### src/rtl/fica_pkg.sv
// Shared types and constants for the FastICA convergence control path.
// Holds the element format, the matrix size and the controller state encoding.
package fica_pkg;

    localparam int DATA_W = 26;
    localparam int FRAC_W = 13;
    localparam int N_ELEM = 16;

    typedef enum logic [2:0] {
        S_IDLE,
        S_ABS,
        S_WAIT,
        S_SCAN,
        S_DECIDE,
        S_DONE
    } conv_state_t;

    typedef logic signed [DATA_W-1:0] fx_t;

endpackage

### src/rtl/fica_conv_ctrl.sv
// Convergence controller: triggers the error-abs stage, scans the 16 magnitudes
// against a tolerance through one comparator, then commits W and decides the run outcome.
module fica_conv_ctrl #(
    parameter int DATA_W   = 26,
    parameter int N_ELEM   = 16,
    parameter int ABS_LAT  = 1,
    parameter int MAX_ITER = 64,
    parameter int ITER_W   = 7
) (
    input  logic                     clk_conv,
    input  logic                     rst_conv,
    input  logic                     start,
    input  logic                     clr,
    input  logic [DATA_W-1:0]        tol,
    input  logic [N_ELEM*DATA_W-1:0] abs_flat,
    output logic                     en_abs,
    output logic                     busy,
    output logic                     w_load,
    output logic                     next_iter,
    output logic                     done,
    output logic                     converged,
    output logic                     timeout,
    output logic [ITER_W-1:0]        iter_cnt,
    output logic [3:0]               err_idx
);
    import fica_pkg::*;

    localparam int IDX_W  = 4;
    localparam int WAIT_W = (ABS_LAT < 2) ? 1 : $clog2(ABS_LAT + 1);
    localparam logic [IDX_W-1:0]  LAST_IDX  = IDX_W'(N_ELEM - 1);
    localparam logic [ITER_W-1:0] LAST_ITER = ITER_W'(MAX_ITER - 1);

    conv_state_t              state;
    logic [IDX_W-1:0]         idx;
    logic [WAIT_W-1:0]        wait_cnt;
    logic                     fail;
    logic signed [DATA_W-1:0] tol_q;
    logic signed [DATA_W-1:0] elem;
    logic                     elem_pass;

    // Single shared comparator: negative magnitudes are treated as failures.
    assign elem      = abs_flat[idx*DATA_W +: DATA_W];
    assign elem_pass = !elem[DATA_W-1] && (elem <= tol_q);

    always_ff @(posedge clk_conv) begin
        // NOTE: all state here uses non-blocking assignments so every register
        // samples the pre-edge values; blocking would chain updates within one edge.
        if (rst_conv || clr) begin
            state     <= S_IDLE;
            idx       <= '0;
            wait_cnt  <= '0;
            fail      <= 1'b0;
            tol_q     <= '0;
            en_abs    <= 1'b0;
            busy      <= 1'b0;
            w_load    <= 1'b0;
            next_iter <= 1'b0;
            done      <= 1'b0;
            converged <= 1'b0;
            timeout   <= 1'b0;
            iter_cnt  <= '0;
            err_idx   <= '0;
        end else begin
            en_abs    <= 1'b0;
            w_load    <= 1'b0;
            next_iter <= 1'b0;
            case (state)
                S_IDLE: begin
                    if (start) begin
                        state  <= S_ABS;
                        tol_q  <= tol;
                        idx    <= '0;
                        fail   <= 1'b0;
                        en_abs <= 1'b1;
                        busy   <= 1'b1;
                    end
                end
                S_ABS: begin
                    state    <= S_WAIT;
                    wait_cnt <= WAIT_W'(ABS_LAT);
                end
                S_WAIT: begin
                    wait_cnt <= wait_cnt - 1'b1;
                    if (wait_cnt == WAIT_W'(1))
                        state <= S_SCAN;
                end
                S_SCAN: begin
                    if (!elem_pass) begin
                        err_idx <= idx;
                        fail    <= 1'b1;
                        state   <= S_DECIDE;
                    end else if (idx == LAST_IDX) begin
                        err_idx <= '0;
                        fail    <= 1'b0;
                        state   <= S_DECIDE;
                    end else begin
                        idx <= idx + 1'b1;
                    end
                end
                S_DECIDE: begin
                    w_load <= 1'b1;
                    busy   <= 1'b0;
                    if (!fail) begin
                        state     <= S_DONE;
                        done      <= 1'b1;
                        converged <= 1'b1;
                    end else if (iter_cnt == LAST_ITER) begin
                        state    <= S_DONE;
                        done     <= 1'b1;
                        timeout  <= 1'b1;
                        iter_cnt <= ITER_W'(MAX_ITER);
                    end else begin
                        iter_cnt  <= iter_cnt + 1'b1;
                        next_iter <= 1'b1;
                        state     <= S_IDLE;
                    end
                end
                S_DONE: begin
                    // Results are held until clr or reset.
                end
                default: state <= S_IDLE;
            endcase
        end
    end

endmodule

### config.mk
export PLATFORM = sky130hd
export DESIGN_NAME = fica_conv_ctrl
export DESIGN_NICKNAME = d
export VERILOG_FILES = /design/src/rtl/fica_pkg.sv /design/src/rtl/fica_conv_ctrl.sv
export SDC_FILE = /design/constraint.sdc
export NUM_CORES = 1
export LEC_CHECK = 0
export BUFFER_PORTS_ARGS = -buffer_cell sky130_fd_sc_hd__buf_4
export CORE_AREA = 2 2 180 182
export CTS_CLUSTER_SIZE = 24
export DETAILED_ROUTE_END_ITERATION = 10
export DIE_AREA = 0 0 182 184
export PLACE_DENSITY = 0.44
export SLEW_MARGIN = 30
export SYNTH_ARGS = -nofsm -noshare
export SYNTH_HDL_FRONTEND = slang
export SYNTH_SLANG_ARGS = --single-unit
### constraint.sdc
create_clock -name clk_conv -period 10.7 [get_ports clk_conv]
set_input_delay 2.14 -clock clk_conv [delete_from_list [all_inputs] [get_ports clk_conv]]
set_output_delay 2.14 -clock clk_conv [all_outputs]
set_load 0.01 [all_outputs]
==> results of run 1 <==
-- state kept, by name, indices dropped and copies added (netlist names) --
name	flops
idx	4
err_idx	4
converged	1
fail	1
next_iter	1
en_abs	1
w_load	1
wait_cnt	1
timeout	1
tol_q	26
busy	1
state	3
done	1
iter_cnt	7
-- placed cells by master (no fill, tap or decap), drive strengths merged, types with 3 or more instances in the layout --
cell type  synthesis  layout
and3               4       4
nor2              23      23
nor2b              3       3
nand2             73      73
buf               14     469
nor3               9       9
xor2               3       3
o22ai              4       4
ha                28      28
nand4              7       7
mux4             130     130
a21oi             43      43
inv               32      33
nand3             11      11
o21a               4       4
diode              0      10
clkbuf            31       5
o21ai             11      11
dfxtp             53      53
-- area by class of cell --
class,count,area [um^2]
multi-input cells,382,4440
flip-flops and latches,53,1070
clock buffers,5,125
well taps,402,503
clock inverters,3,43.8
fillers,3336,21500
inverters,33,124
repair buffers,469,3520
diodes,10,25.0
-- routing by layer --
| layer | part of all wire | GRT usage | vias to the layer above |
|---|---|---|---|
| li1 | - | - | 2914 |
| met3 | 0.075 | 0.0511 | 25 |
| met4 | 0.011 | 0.0419 | 10 |
| met1 | 0.44 | 0.271 | 3147 |
| met2 | 0.47 | 0.315 | 271 |
| met5 | 0.0020 | 0 | - |
-- path summary, 6_finish.rpt --
path	depth (start not counted)	to	slack, ns	startpoint
setup / recovery	11	idx[2]$_SDFFE_PP0P_	5.26	abs_flat[285]
hold reg to reg	2	busy$_SDFFE_PP0P_	0.46	busy$_SDFFE_PP0P_
setup reg to reg	11	idx[2]$_SDFFE_PP0P_	5.61	idx[1]$_SDFFE_PP0P_
hold / removal	2	busy$_SDFFE_PP0P_	0.46	busy$_SDFFE_PP0P_
-- metrics by stage --
stage               std cells  utilization  hold WS (ns)  setup slack (ns)
global placement         1339        0.308         0.444              4.99
finish                   1357        0.314         0.456              5.26
global route             1351        0.314         0.476              4.96
detailed placement       1339        0.308         0.447              4.96
CTS                      1347        0.313         0.457              5.27
floorplan                 513            -         0.436              5.41
-- logic make-up after synthesis --
group / synth area share
muxes: 0.509
AOI/OAI and AO/OA: 0.0803
DFF: 0.183
buffers and inverters: 0.0508
and+or+nand+nor: 0.109
adders and majority gates: 0.0605
xor gates and xnor gates: 0.00756
-- power breakdown --
part	total [uW]	switching, uW	internal, uW
logic	223	72.2	151
registers	204	2.98	201
clock network	191	80.2	111
total	618	155	462
-- worst max-delay path: cells and delay by family --
kind / cells / cell delay, ns
adder cells (fa/ha/maj): 1 / 0.45
AO/OA/AOI/OAI: 3 / 0.51
AND/OR/NAND/NOR: 4 / 1.43
multiplexers: 2 / 0.98
buffers and inverters: 1 / 0.11
==> run_results.csv, run 1 <==
group,metric,value,unit
global_route,overflow,0,
setup_path,crit_required,10.90,ns
clock_tree,post_cts_buffers,0,
clock_tree,cts_root_buffer,"clkbuf_16",
global_route,grt_pass1_wl,47300,um
route,vias_per_cell,4.69,
sta,setup_violations,0,
clock_tree,cts.sinks,53,
synth,syn-cell-area,0.00579,mm^2
sta,setup-tns-final,0,ns
global_route,antenna_found_initial,15,
clock_tree,clock_latency,0.30,ns
floorplanning,coreArea,0.0314,mm^2
power,leakagePower,0.00404,uW
route,wl_per_cell,25.2,um
sta,rsz0062_at_grt,"no",
synth,async_reset_ff_frac,0,
setup_path,crit_fanout,7,
clock_tree,cts_tree,"built",
route,vias,6367,
sta,finalClockSkew,0.00815,ns
setup_path,cp_common_cell,"mux4_2",
route,postRouteAntennaNets,0,
clock_tree,hold_buffers,0,
clock_tree,clock_path_buffers,2,
synth,ys_ff_latch,53,
synth,avgSynthCellArea,11.3,um^2
power,p_per_area,62.7,mW/mm^2
floorplanning,start_util,0.185,
floorplanning,pin_count,464,
floorplanning,die_w,182,um
synth,synth_top_cell_area_share,0.505,
placement,portBuffers,463,
outcome,status,"finished clean",
synth,yosys-top-cells-area,"mux4_2, dfxtp_1, ha_1",
placement,dp_hpwl,29600,um
sta,maxSlewHeadroom,0.388,
finish,syn_to_final_growth,70.2,%
setup_path,slowest_stage,"nor4_1",
setup_path,worstPathArrival,5.64,ns
synth,yosysSeqAreaShare,0.183,
synth,yosysMostFrequentCell,"mux4_2",
clock_tree,htreeDepth,2,
sta,hold_viol,0,
sta,fin_crit_sh,0.509,
placement,gp_congestion,0.821,
finish,final_nets,1418,
sta,tightest_slew,0.919,ns
global_route,grt_max_degree,57,
setup_path,max_stage_delay,0.55,ns
synth,ys_warn_count,0,
synth,syn_nets,987,
setup_path,end_kind,"flop",
synth,synth_edf_count,0,
sta,period_needed,5.44,ns
power,worst_ir_drop_vdd,0.0000686,V
synth,yosysUniqueCellTypes,45,
synth,synthCells,513,
route,routed_wl,34200,um
synth,ys_top_cells_by_count,"mux4_2, nand2_1, dfxtp_1",
clock_tree,cts_resized,0,
synth,synth.largest_area_cell,"mux4_2",
finish,finalInstanceArea,0.00986,mm^2
setup_path,start_kind,"primary input",
synth,synthFlopType,"dfxtp_1",
sta,maxSlewViolCount,0,
route,drc,0,
power,finalPower,618,uW
floorplanning,num_rows,65,
setup_path,critPathKind,"in -> reg",
clock_tree,clkTransAtPathRegs,0.08,ns
floorplanning,die_height,184,um
global_route,grt_pass1_vias,6746,
worst_hold_path,min_path_type,"reg -> reg",
job,maxCapViolations,0,
floorplanning,die-area,0.0335,mm^2
placement,place_area,0.00966,mm^2
route,drt-initial-drc-count,394,
clock_tree,cts_buffers,5,
finish,drive_above_1_share,0.656,
global_route,grt_usage,0.198,
sta,fmax,184,MHz
setup_path,cp_cell_sequence,"buf_4 -> mux4_2 -> mux4_2 -> ha_1 -> nand4_1 -> nor4_1 -> nand2_1 -> o211ai_1 -> o2111ai_4 -> or4_1 -> o211a_1",
route,dr.pass1.iters,4,
Power figures use the tool's default switching activity.
==> run 2: changes to the inputs <==
ABC_AREA = 1   (was default)
CORE_AREA = 2 2 181 183   (was 2 2 180 182)
DIE_AREA = 0 0 183 185   (was 0 0 182 184)
PLACE_DENSITY = 0.45   (was 0.44)
clock period = 5.7 ns   (was 10.7 ns; I/O delays follow)
==> run 2 against run 1 <==
Synthesized area rose by 7.6%. Global-route usage rose by 2.5 points. First-iteration DRC count rose by 80%. Clock skew rose by 0.0025 ns. Highest routed layer unchanged. Sequential power rose by 93%. Largest power group unchanged. Critical path type is now reg -> reg. Die area rose by 1.1%. Design area rose by 2.7%. Largest cell class unchanged.
==> run_results.csv, run 2 <==
group,metric,value,unit
synth,ys_warn_count,0,
worst_hold_path,min_path_type,"reg -> reg",
finish,largest_reg_flops,26,
sta,setup_violations,0,
finish,regMostFlops,"tol_q",
route,dr.pass1.iters,5,
route,drc,0,
power,p_per_area,129,mW/mm^2
route,drt-initial-drc-count,709,
floorplanning,die_w,183,um
setup_path,critPathKind,"reg -> reg",
floorplanning,coreArea,0.0320,mm^2
setup_path,crit_start,"idx[1]$_SDFFE_PP0P_",
global_route,grt_pass1_vias,8850,
sta,finalClockSkew,0.0107,ns
setup_path,start_kind,"flop",
setup_path,crit_fanout,68,
finish,layout_common_cells,"buf_4, nor2_1, o21ai_0",
synth,ys_top_cells_by_count,"nor2_1, o21ai_0, nand2_1",
floorplanning,num_rows,66,
sta,fin_crit_sh,0.690,
global_route,grt_max_degree,135,
route,routed_wl,40600,um
finish,drive_above_1_share,0.351,
power,finalPower,1310,uW
sta,maxSlewHeadroom,0.354,
synth,synth.largest_area_cell,"o21ai_0",
finish,syn_to_final_growth,62.5,%
route,postRouteAntennaNets,0,
placement,portBuffers,463,
clock_tree,htreeDepth,2,
sta,hold_ws,0.475,ns
job,maxCapViolations,0,
synth,async_reset_ff_frac,0,
clock_tree,cts_resized,0,
clock_tree,clock_path_buffers,2,
outcome,status,"finished clean",
power,worst_ir_drop_vdd,0.000139,V
worst_hold_path,hp-start,"tol_q[5]$_SDFFE_PP0P_",
finish,top_regs,"tol_q (26), iter_cnt (7)",
sta,rsz0062_at_grt,"no",
clock_tree,cts_buffers,5,
finish,fill_cells,3627,
synth,synthCells,1064,
sta,setup-tns-final,0,ns
clock_tree,hold_buffers,0,
placement,dpl.cell_count,1851,
route,wl_per_cell,21.8,um
finish,stdcell_count,1863,
synth,avgSynthCellArea,5.86,um^2
sta,period_needed,3.93,ns
power,leakagePower,0.00460,uW
floorplanning,die_height,185,um
floorplanning,pin_count,464,
setup_path,crit_required,5.91,ns
global_route,antenna_found_initial,7,
clock_tree,clkTransAtPathRegs,0.07,ns
synth,synth_edf_count,0,
sta,fmax,254,MHz
synth,synthFlopType,"dfxtp_1",
sta,tightest_slew,0.968,ns
sta,hold_viol,0,
clock_tree,post_cts_buffers,0,
clock_tree,cts_tree,"built",
sta,maxSlewViolCount,0,
clock_tree,cts.sinks,53,
synth,syn_nets,1538,
synth,yosysMostFrequentCell,"nor2_1",
clock_tree,clock_latency,0.29,ns
global_route,overflow,0,
placement,dp_hpwl,31500,um
floorplanning,start_util,0.195,
route,vias_per_cell,5.01,
synth,syn-cell-area,0.00623,mm^2
synth,synth_top_cell_area_share,0.188,
route,vias,9331,
setup_path,worstPathArrival,4.14,ns
finish,final_nets,1924,
synth,yosysSeqAreaShare,0.170,
clock_tree,cts_root_buffer,"clkbuf_16",
finish,final_common_cell,"buf_4",
synth,ys_ff_latch,53,
floorplanning,die-area,0.0339,mm^2
setup_path,end_kind,"flop",
synth,yosys-top-cells-area,"o21ai_0, dfxtp_1, nor2_1",
placement,gp_congestion,0.928,
synth,yosysUniqueCellTypes,39,
global_route,grt_pass1_wl,57200,um
global_route,grt_usage,0.223,
setup_path,r2r-start,"idx[1]$_SDFFE_PP0P_",
-- run 2: logic make-up (layout without fill, tap and decap cells) --
kind of cell / Yosys count / in the layout / share of synthesized area
adder cells (fa/ha/maj): 28 / 28 / 0.0562
AND/OR/NAND/NOR: 405 / 405 / 0.269
XOR/XNOR: 1 / 1 / 0.00141
other: 0 / 4 / 0
buffers and inverters: 159 / 546 / 0.101
AO/OA/AOI/OAI: 418 / 418 / 0.402
flip-flops: 53 / 53 / 0.170
-- run 2: path summary, 6_finish.rpt --
kind / end / cells past startpoint / slack (ns)
min: tol_q[5]$_SDFFE_PP0P_ / 2 / 0.47
max reg2reg: err_idx[2]$_SDFFE_PP0P_ / 20 / 1.77
max: err_idx[2]$_SDFFE_PP0P_ / 20 / 1.77
min reg2reg: tol_q[5]$_SDFFE_PP0P_ / 2 / 0.47
-- run 2: metrics by stage --
step | instance area [um^2] | setup slack [ns] | util
5_1_grt | 10100 | 1.49 | 0.316
4_1_cts | 10100 | 1.78 | 0.315
3_3_place_gp | 9940 | 1.82 | 0.310
3_5_place_dp | 9940 | 1.78 | 0.310
2_1_floorplan | 6230 | 2.64 | -
6_report | 10100 | 1.77 | 0.316
-- run 2: where the power goes --
| part | switching, uW | total (uW) | internal [uW] |
|---|---|---|---|
| Combinational | 261 | 563 | 301 |
| Sequential | 12.3 | 394 | 381 |
| Clock | 142 | 351 | 209 |
-- run 2: worst max-delay path: stages, from the launching register on --
cell      delay [ns]
dfxtp_4         0.51
inv_2           0.61
buf_12          0.34
o21ai_0         0.17
o22ai_1         0.46
o211ai_1        0.18
nand2_1         0.11
ha_1            0.24
nand2_1         0.07
nand2_1         0.05
a21oi_1         0.12
nand3_1         0.10
nand2_1         0.10
nand3_2         0.07
nand2_2         0.06
nand3_2         0.08
nand2_2         0.09
nand2_4         0.10
clkinv_2        0.10
nand2_1         0.05
a21oi_1         0.17
-- run 2: area by class of cell --
cell class                      count  area (um^2)  area share
Multi-Input combinational cell    852         4550       0.450
Tap cell                          408          510      0.0504
Antenna cell                        4         10.0    0.000988
Inverter                           66          255      0.0252
Timing Repair Buffer              472         3560       0.351
Clock inverter                      2         38.8     0.00383
Clock buffer                        6          129      0.0127
Sequential cell                    53         1070       0.106
-- run 2: routing by layer --
metal / global-route usage / routed length (um) / up-vias
li1: - / - / 4548
met1: 0.288 / 17200 / 4403
met2: 0.392 / 19900 / 350
met3: 0.0403 / 2840 / 28
met4: 0.0403 / 578 / 2
met5: 0 / 13 / -
